[src/rtl/router_fsm.sv]
`default_nettype none
// ============================================================================
//  Module   : router_fsm
//  Purpose  : Control state machine of a 1-to-3 packet router. Decodes the
//             destination from the header byte, then steps through header,
//             payload and parity loading. It stalls while the selected FIFO
//             is full and waits for a busy destination FIFO to drain.
//  Revision : 1.0 - initial release
// ----------------------------------------------------------------------------
//  Ports
//    clk            in   rising-edge clock
//    resetn         in   synchronous active-low reset
//    pkt_valid      in   header/payload on the bus (low on the parity byte)
//    datain[1:0]    in   destination address from the header (3 = invalid)
//    fifo_full      in   selected FIFO is full
//    empty0..2      in   per-FIFO empty flags
//    soft_reset0..2 in   per-destination timeout reset
//    parity_done    in   parity byte has been captured
//    low_pktvalid   in   pkt_valid fell while the FSM was stalled
//    we_reg         out  FIFO write enable
//    detect_addr    out  in DECODE_ADDRESS
//    ld_state       out  in LOAD_DATA
//    laf_state      out  in LOAD_AFTER_FULL
//    lfd_state      out  in LOAD_FIRST_DATA
//    full_state     out  in FIFO_FULL_STATE
//    rst_int_reg    out  in CHECK_PARITY_ERROR
//    busy           out  source must hold its data
// ============================================================================
module router_fsm (
    input  logic       clk,
    input  logic       resetn,
    input  logic       pkt_valid,
    input  logic [1:0] datain,
    input  logic       fifo_full,
    input  logic       empty0,
    input  logic       empty1,
    input  logic       empty2,
    input  logic       soft_reset0,
    input  logic       soft_reset1,
    input  logic       soft_reset2,
    input  logic       parity_done,
    input  logic       low_pktvalid,
    output logic       we_reg,
    output logic       detect_addr,
    output logic       ld_state,
    output logic       laf_state,
    output logic       lfd_state,
    output logic       full_state,
    output logic       rst_int_reg,
    output logic       busy
);

    // ------------------------------------------------------------------
    // State encoding
    // ------------------------------------------------------------------
    localparam logic [2:0] c_DECODE_ADDRESS     = 3'd0;
    localparam logic [2:0] c_LOAD_FIRST_DATA    = 3'd1;
    localparam logic [2:0] c_LOAD_DATA          = 3'd2;
    localparam logic [2:0] c_LOAD_PARITY        = 3'd3;
    localparam logic [2:0] c_FIFO_FULL_STATE    = 3'd4;
    localparam logic [2:0] c_LOAD_AFTER_FULL    = 3'd5;
    localparam logic [2:0] c_WAIT_TILL_EMPTY    = 3'd6;
    localparam logic [2:0] c_CHECK_PARITY_ERROR = 3'd7;

    logic [2:0] r_state;
    logic [2:0] w_next_state;
    logic [1:0] r_addr;

    logic       w_hdr_empty;   // empty flag of the port named by the header
    logic       w_hdr_valid;   // header carries a legal destination
    logic       w_addr_empty;  // empty flag of the latched destination
    logic       w_soft_hit;    // timeout reset aimed at the latched destination

    // ------------------------------------------------------------------
    // Per-port selections
    // ------------------------------------------------------------------
    always_comb begin
        w_hdr_empty = 1'b0;
        w_hdr_valid = 1'b1;
        case (datain)
            2'd0:    w_hdr_empty = empty0;
            2'd1:    w_hdr_empty = empty1;
            2'd2:    w_hdr_empty = empty2;
            default: w_hdr_valid = 1'b0;
        endcase
    end

    // Address 3 can be latched from an invalid header, but the FSM never
    // leaves DECODE_ADDRESS with it, so it selects nothing here.
    always_comb begin
        w_addr_empty = 1'b0;
        w_soft_hit   = 1'b0;
        case (r_addr)
            2'd0: begin
                w_addr_empty = empty0;
                w_soft_hit   = soft_reset0;
            end
            2'd1: begin
                w_addr_empty = empty1;
                w_soft_hit   = soft_reset1;
            end
            2'd2: begin
                w_addr_empty = empty2;
                w_soft_hit   = soft_reset2;
            end
            default: begin
                w_addr_empty = 1'b0;
                w_soft_hit   = 1'b0;
            end
        endcase
    end

    // ------------------------------------------------------------------
    // State and address registers
    // ------------------------------------------------------------------
    always_ff @(posedge clk) begin
        if (!resetn) begin
            r_state <= c_DECODE_ADDRESS;
            r_addr  <= 2'd0;
        end else begin
            r_state <= w_next_state;
            // The header byte is only on the bus while decoding.
            if (r_state == c_DECODE_ADDRESS) begin
                r_addr <= datain;
            end
        end
    end

    // ------------------------------------------------------------------
    // Next-state logic
    // ------------------------------------------------------------------
    always_comb begin
        w_next_state = r_state;
        case (r_state)
            c_DECODE_ADDRESS: begin
                if (pkt_valid && w_hdr_valid) begin
                    if (w_hdr_empty) begin
                        w_next_state = c_LOAD_FIRST_DATA;
                    end else begin
                        w_next_state = c_WAIT_TILL_EMPTY;
                    end
                end
            end
            // Unconditional states never look at an input, so undriven
            // bus values cannot steer them.
            c_LOAD_FIRST_DATA: w_next_state = c_LOAD_DATA;
            c_LOAD_DATA: begin
                // A full FIFO takes priority over the end of the payload;
                // the fall of pkt_valid is remembered as low_pktvalid.
                if (fifo_full) begin
                    w_next_state = c_FIFO_FULL_STATE;
                end else if (!pkt_valid) begin
                    w_next_state = c_LOAD_PARITY;
                end
            end
            c_FIFO_FULL_STATE: begin
                if (!fifo_full) begin
                    w_next_state = c_LOAD_AFTER_FULL;
                end
            end
            c_LOAD_AFTER_FULL: begin
                if (parity_done) begin
                    w_next_state = c_DECODE_ADDRESS;
                end else if (low_pktvalid) begin
                    w_next_state = c_LOAD_PARITY;
                end else begin
                    w_next_state = c_LOAD_DATA;
                end
            end
            c_LOAD_PARITY: w_next_state = c_CHECK_PARITY_ERROR;
            c_CHECK_PARITY_ERROR: begin
                if (fifo_full) begin
                    w_next_state = c_FIFO_FULL_STATE;
                end else begin
                    w_next_state = c_DECODE_ADDRESS;
                end
            end
            c_WAIT_TILL_EMPTY: begin
                if (w_addr_empty) begin
                    w_next_state = c_LOAD_FIRST_DATA;
                end
            end
            default: w_next_state = c_DECODE_ADDRESS;
        endcase

        // A timeout on the active destination abandons the packet from
        // any state.
        if (w_soft_hit) begin
            w_next_state = c_DECODE_ADDRESS;
        end
    end

    // ------------------------------------------------------------------
    // Moore outputs
    // ------------------------------------------------------------------
    assign detect_addr = (r_state == c_DECODE_ADDRESS);
    assign lfd_state   = (r_state == c_LOAD_FIRST_DATA);
    assign ld_state    = (r_state == c_LOAD_DATA);
    assign laf_state   = (r_state == c_LOAD_AFTER_FULL);
    assign full_state  = (r_state == c_FIFO_FULL_STATE);
    assign rst_int_reg = (r_state == c_CHECK_PARITY_ERROR);
    assign we_reg      = (r_state == c_LOAD_DATA)
                       | (r_state == c_LOAD_PARITY)
                       | (r_state == c_LOAD_AFTER_FULL);
    // The source may only drive new bytes while idle or streaming payload.
    assign busy        = !((r_state == c_DECODE_ADDRESS) || (r_state == c_LOAD_DATA));

endmodule
`default_nettype wire

[config.mk]
export PLATFORM = sky130hd
export DESIGN_NAME = router_fsm
export DESIGN_NICKNAME = d
export VERILOG_FILES = /design/src/rtl/router_fsm.sv
export SDC_FILE = /design/constraint.sdc
export NUM_CORES = 1
export LEC_CHECK = 0
export CORE_UTILIZATION = 36
export DETAILED_ROUTE_END_ITERATION = 12
export PLACE_DENSITY = 0.82
export SLEW_MARGIN = 5
export SYNTH_ARGS = -nofsm -noshare
export SYNTH_HDL_FRONTEND = slang
export SYNTH_SLANG_ARGS = --single-unit
[constraint.sdc]
create_clock -name clk -period 1.3 [get_ports clk]
set_clock_uncertainty 0.1 [all_clocks]
set_input_delay 0.26 -clock clk [delete_from_list [all_inputs] [get_ports clk]]
set_output_delay 0.26 -clock clk [all_outputs]
set_load 0.02 [all_outputs]
# After elaboration in Yosys (flattened, before gate mapping)
# Index checks and enable logic that the tools add are counted.
# Widths: inputs -> output; s select.
# op_classes
reduce_logical	9
n_bitwise	3
eq_ne	15
mux	14
# ops
op	n
$pmux 3 s8	1
$mux 3	7
$eq 3x3->1 const B	4
$pmux 1 s3	3
$eq 3x2->1 const B	2
$eq 2x1->1 const B	2
$eq 2x2->1 const B	2
$logic_not 2->1	2
$ne 2x2->1 const B	2
$reduce_and 4->1	1
$eq 3x1->1 const B	1
$logic_not 3->1	1
$ne 3x3->1 const B	1
$reduce_or 3->1	1
$mux 1	2
$mux 2	1
$ne 2x1->1 const B	1
$or 1x1->1	2
$reduce_or 2->1	1
$logic_and 1x1->1	1
$logic_not 1->1	1
$logic_or 1x1->1	1
$not 1->1	1
# word_totals
elab_cells	43
inputBits	14
output_inout_bits	8
ff_bits	5

# Depth between registers and ports, before layout
# depth
ltp_word	6
depth_mapped	6
mapped_depth_nobuf	5

# Worst setup path after synthesis
# No wires, ideal clock.
# synth_timing
path_type	register to register
from	reg r_state[2]
to	reg r_state[2]
period_less_slack_ns	1.634
path_slack_ns	-0.334
n_path_buf	1
setup_time_ns	0.115
arrival_ns	1.420
path_stages_with_launch	6
t_required_ns	1.085
cell_sequence	dfxtp_1 -> buf_4 -> nor3b_2 -> nand3_1 -> nor3b_1 -> o21a_1
# synth_via
elab_chain_cells	3
word_cells_on_any_way	14
classes_between	eq/ne (11); mux (1); reduce/logical (2)
# synth_rtl
element	line_no	rtl
start: declaration	65	logic [2:0] r_state;
start signal: assignment	118	r_state <= c_DECODE_ADDRESS;
start signal: assignment	121	r_state <= w_next_state;
$eq 3x2->1 *	-	
named net ld_state	45	output logic ld_state,
$ne 3x3->1 (no source line)	-	
$reduce_and 4->1 (no source line)	-	
# Mark *: on every way through the listed nets, which the timed path passes. The rest lies on a longest branch.
# A chain may end at the register's enable or synchronous reset.

# Worst setup path after layout
# layout_timing
from	reg r_state[2]
to	out detect_addr
# layout_via
elab_chain_cells	1
# layout_rtl
element	line_no	rtl
$logic_not 3->1	196	assign detect_addr = (r_state == c_DECODE_ADDRESS);
end: declaration	44	output logic detect_addr,
# Every way passes these cells.

==> run_results.csv <==
group,metric,value,unit
global_routing,antenna_found_initial,0,
power,peakVddDrop,0.000825,V
power,combPwrFrac,67.3,%
timing,slew_headroom,78.5,%
synthesis,synth-seq-cells,5,
clock_tree,clock-sinks,5,
synthesis,syn_area_per_cell,9.44,µm²
drt,vias,598,
drt,wire_per_inst,14.8,µm
synthesis,synth_compound_area_share,32.3,%
hold_path,min_delay_path_depth,3,
drt,avgViaCountPerCell,5.29,
global_routing,grt_max_degree,7,
hold_path,worst_hold_path.endpoint,"r_addr[1]$_SDFFE_PN0P_",
place,place.gp.congestion,0.814,
clock_tree,clock_tree.root_cell,"clkbuf_4",
clock_tree,h-tree-depth,1,
worst_setup_path,timing.rr.end,"r_state[1]$_SDFFE_PP0P_",
drt,drc,0,
timing,worst_pin_slew,0.322,ns
floorplanning,num_rows,13,
clock_tree,clk_pin_slew,0.05,ns
drt,wl,1680,µm
synthesis,async_flop_share,0,%
power,p_leak,0.000418,µW
power,total_power,1270,µW
synthesis,yosys_warnings,0,
synthesis,syn_inst,55,
global_routing,grt-ovfl-total,0,
worst_setup_path,cp-start-kind,"flop",
hold_path,hp-start,"datain[1]",
floorplanning,dieArea,1600,µm²
power,p_int,774,µW
timing,rsz0062_at_grt,"true",
synthesis,synthMuxAreaShare,5.78,%
power,sw_frac_of_total,39.0,%
worst_setup_path,r2r_start,"r_state[2]$_SDFFE_PP0P_",
timing,setup_ws,-0.215,ns
timing,min_period,1.52,ns
floorplanning,coreArea,1320,µm²
worst_setup_path,critical_path_arrival,1.16,ns
power,p_switching,495,µW
worst_setup_path,cp-startpoint,"r_state[2]$_SDFFE_PP0P_",
floorplanning,ios,22,
clock_tree,numCtsBuffers,3,
status,failed_checks,"negative setup slack",
floorplanning,die_h,40.0,µm
synthesis,synth_area_leader_cell,"dfxtp_1",
worst_setup_path,path_buf_inv,2,
worst_setup_path,worst_r2r_path_depth,5,
drt,drt_iter0_markers,2,
worst_setup_path,critPathCaptureType,"output port",
clock_tree,clock_path_buffers,2,
place,port_buffers,21,
global_routing,track_usage,24.0,%
global_routing,grt_pass1_vias,623,
synthesis,synthXorXnorAreaFrac,0,%
worst_setup_path,crit_required,0.94,ns
power,power_density,1270,nW/µm²
synthesis,synth.distinct_cells,30,
timing,final_hold_viol_count,0,
status,status,"finished with violations",
synthesis,yosys.area_share.simple,31.8,%
timing,slew_viol_final,0,
worst_setup_path,crit_type,"flop to output port",
place,place_hpwl,1250,µm
layout,drive_above_1_share,56.1,%
worst_setup_path,critPathSlowestCell,"or3_4",
synthesis,synth.area.top_cells,"dfxtp_1 (19%), mux2i_1 (5.8%), a2111oi_4 (5.3%), o2bb2ai_4 (5.3%), nor3b_2 (4.8%)",
synthesis,ys.flop_type,"dfxtp_1",
floorplanning,initial_core_util,39.4,%
power,clkPwrFrac,14.6,%
drt,postRouteAntennaNets,0,
timing,fmax,660,MHz
worst_setup_path,slowest_delay,0.39,ns
layout,antennaDiodeCount,0,
worst_setup_path,crit_fanout,6,
global_routing,grt_pass1_wl,2490,µm
worst_setup_path,regToRegSetupSlack,-0.20,ns
flow_run,max_cap_viol_count,0,
clock_tree,cts_tree,"built",
worst_setup_path,cp_cell_sequence,"or3_4, clkinv_4, buf_6",
clock_tree,clk_latency,0.24,ns
synthesis,synth_edf_count,0,
synthesis,synth_top_family_by_area,"compound AO/OA/AOI/OAI gates",
synthesis,synth_area,519,µm²
layout,layout.nets,113,
worst_setup_path,critical_path.top_delay_family,"simple AND/OR/NAND/NOR gates",
synthesis,synth_top_area_share,19.3,%
timing,final-setup-viol-count,11,
drt,drt-pass1-iter-count,4,
hold_path,hold_path_class,"input port to flop",
synthesis,synth_fa_ha_area_share,1.93,%
synthesis,ys_seq_area_share,19.3,%
clock_tree,cts_hold_buf,0,
power,pwr-share-seq,18.2,%
timing,whs,0.410,ns
layout,syn_to_final_growth,92.5,%
timing,min_period_over_period,117,%
floorplanning,die_x,40.0,µm
synthesis,synth_nets,69,
worst max path at each step:
stage,end,cells after the start,slack [ns]
2_1_floorplan,r_state[2]$_SDFFE_PP0P_,5,-0.16
3_3_place_gp,detect_addr,3,-0.43
3_5_place_dp,detect_addr,3,-0.45
4_1_cts,detect_addr,3,-0.22
5_1_grt,we_reg,4,-0.25
6_report,detect_addr,3,-0.22
logic make-up (layout without fill, tap and decap cells):
logic type                 count (synthesis)  count (layout)
and+or+nand+nor                           24              24
AOI/OAI and AO/OA                         15              15
buffers and inverters                      7              50
DFF                                        5               5
muxes                                      3               3
adders and majority gates                  1               1
cell usage in the layout, fill, tap and decap left out, types with 2 or more instances in the layout:
master / instances
nand3b_1: 3
buf_6: 11
dfxtp_1: 2
nor3b_4: 2
inv_1: 2
clkdlybuf4s50_1: 12
mux2i_1: 3
o21a_1: 2
buf_4: 18
a21boi_1: 2
clkbuf_4: 3
nor2_1: 3
nand2b_4: 2
dfxtp_4: 3
nand2_1: 4
nor2_4: 2
cell usage after synthesis, types with 2 or more instances:
| master | n |
|---|---|
| inv_1 | 3 |
| a21boi_0 | 2 |
| mux2i_1 | 3 |
| dfxtp_1 | 5 |
| o21a_1 | 2 |
| nor3b_1 | 2 |
| nor2_1 | 5 |
| nand3b_1 | 3 |
| nor3b_2 | 2 |
| nand2b_1 | 2 |
| a21oi_1 | 2 |
| buf_4 | 2 |
| nand2_1 | 5 |
worst register-to-register path, cell delays in order, from the launching register on:
cell and delay (ns):
dfxtp_4 0.36, or3_4 0.39, buf_4 0.17, o2bb2ai_4 0.11, nand4b_4 0.17, o21a_1 0.13
power groups by stage:
stage / Combinational [µW] / Sequential (µW) / Clock [µW]
detailed placement: 746 / 222 / 0
global route: 904 / 235 / 202
global placement: 729 / 220 / 0
floorplan: 435 / 203 / 0
finish: 853 / 231 / 185
CTS: 819 / 229 / 188
final cells by class:
type | instances | area, µm²
multi-input combinational | 43 | 435
timing repair buffer | 42 | 388
fill | 95 | 318
sequential | 5 | 111
clock buffer | 4 | 26.3
inverter | 4 | 20.0
tap | 15 | 18.8
sequential cells by signal, summed over array words and instances (netlist names):
register,cells
r_state,3
r_addr,2
per-layer routing:
metal / part of all wire [%] / up-vias / GRT usage [%] / routed length [µm]
met5: 0 / - / 0 / 0
met4: 0.72 / 0 / 9.48 / 12
met3: 5.1 / 2 / 9.44 / 86
met2: 59 / 23 / 48.4 / 992
met1: 35 / 286 / 20.1 / 584
li1: - / 287 / - / -
repair_timing:
item	in CTS	in global routing
endpoints found under the setup margin	13	13
buffers inserted	2	0
gates resized for setup	63	7
pin swaps	6	2
per-stage QoR:
step	TNS [ns]	cell area [µm²]	std cells	setup WS, ns	util (%)
after floorplan	-0.413	541	55	-0.155	-
after global placement	-3.96	886	107	-0.435	67.2
after detailed placement	-4.32	886	107	-0.448	67.2
after CTS	-1.80	978	113	-0.220	74.3
after global routing	-2.36	1000	113	-0.254	75.9
final	-1.85	1000	113	-0.215	75.9
No activity file was read; power rests on OpenSTA's default activity.
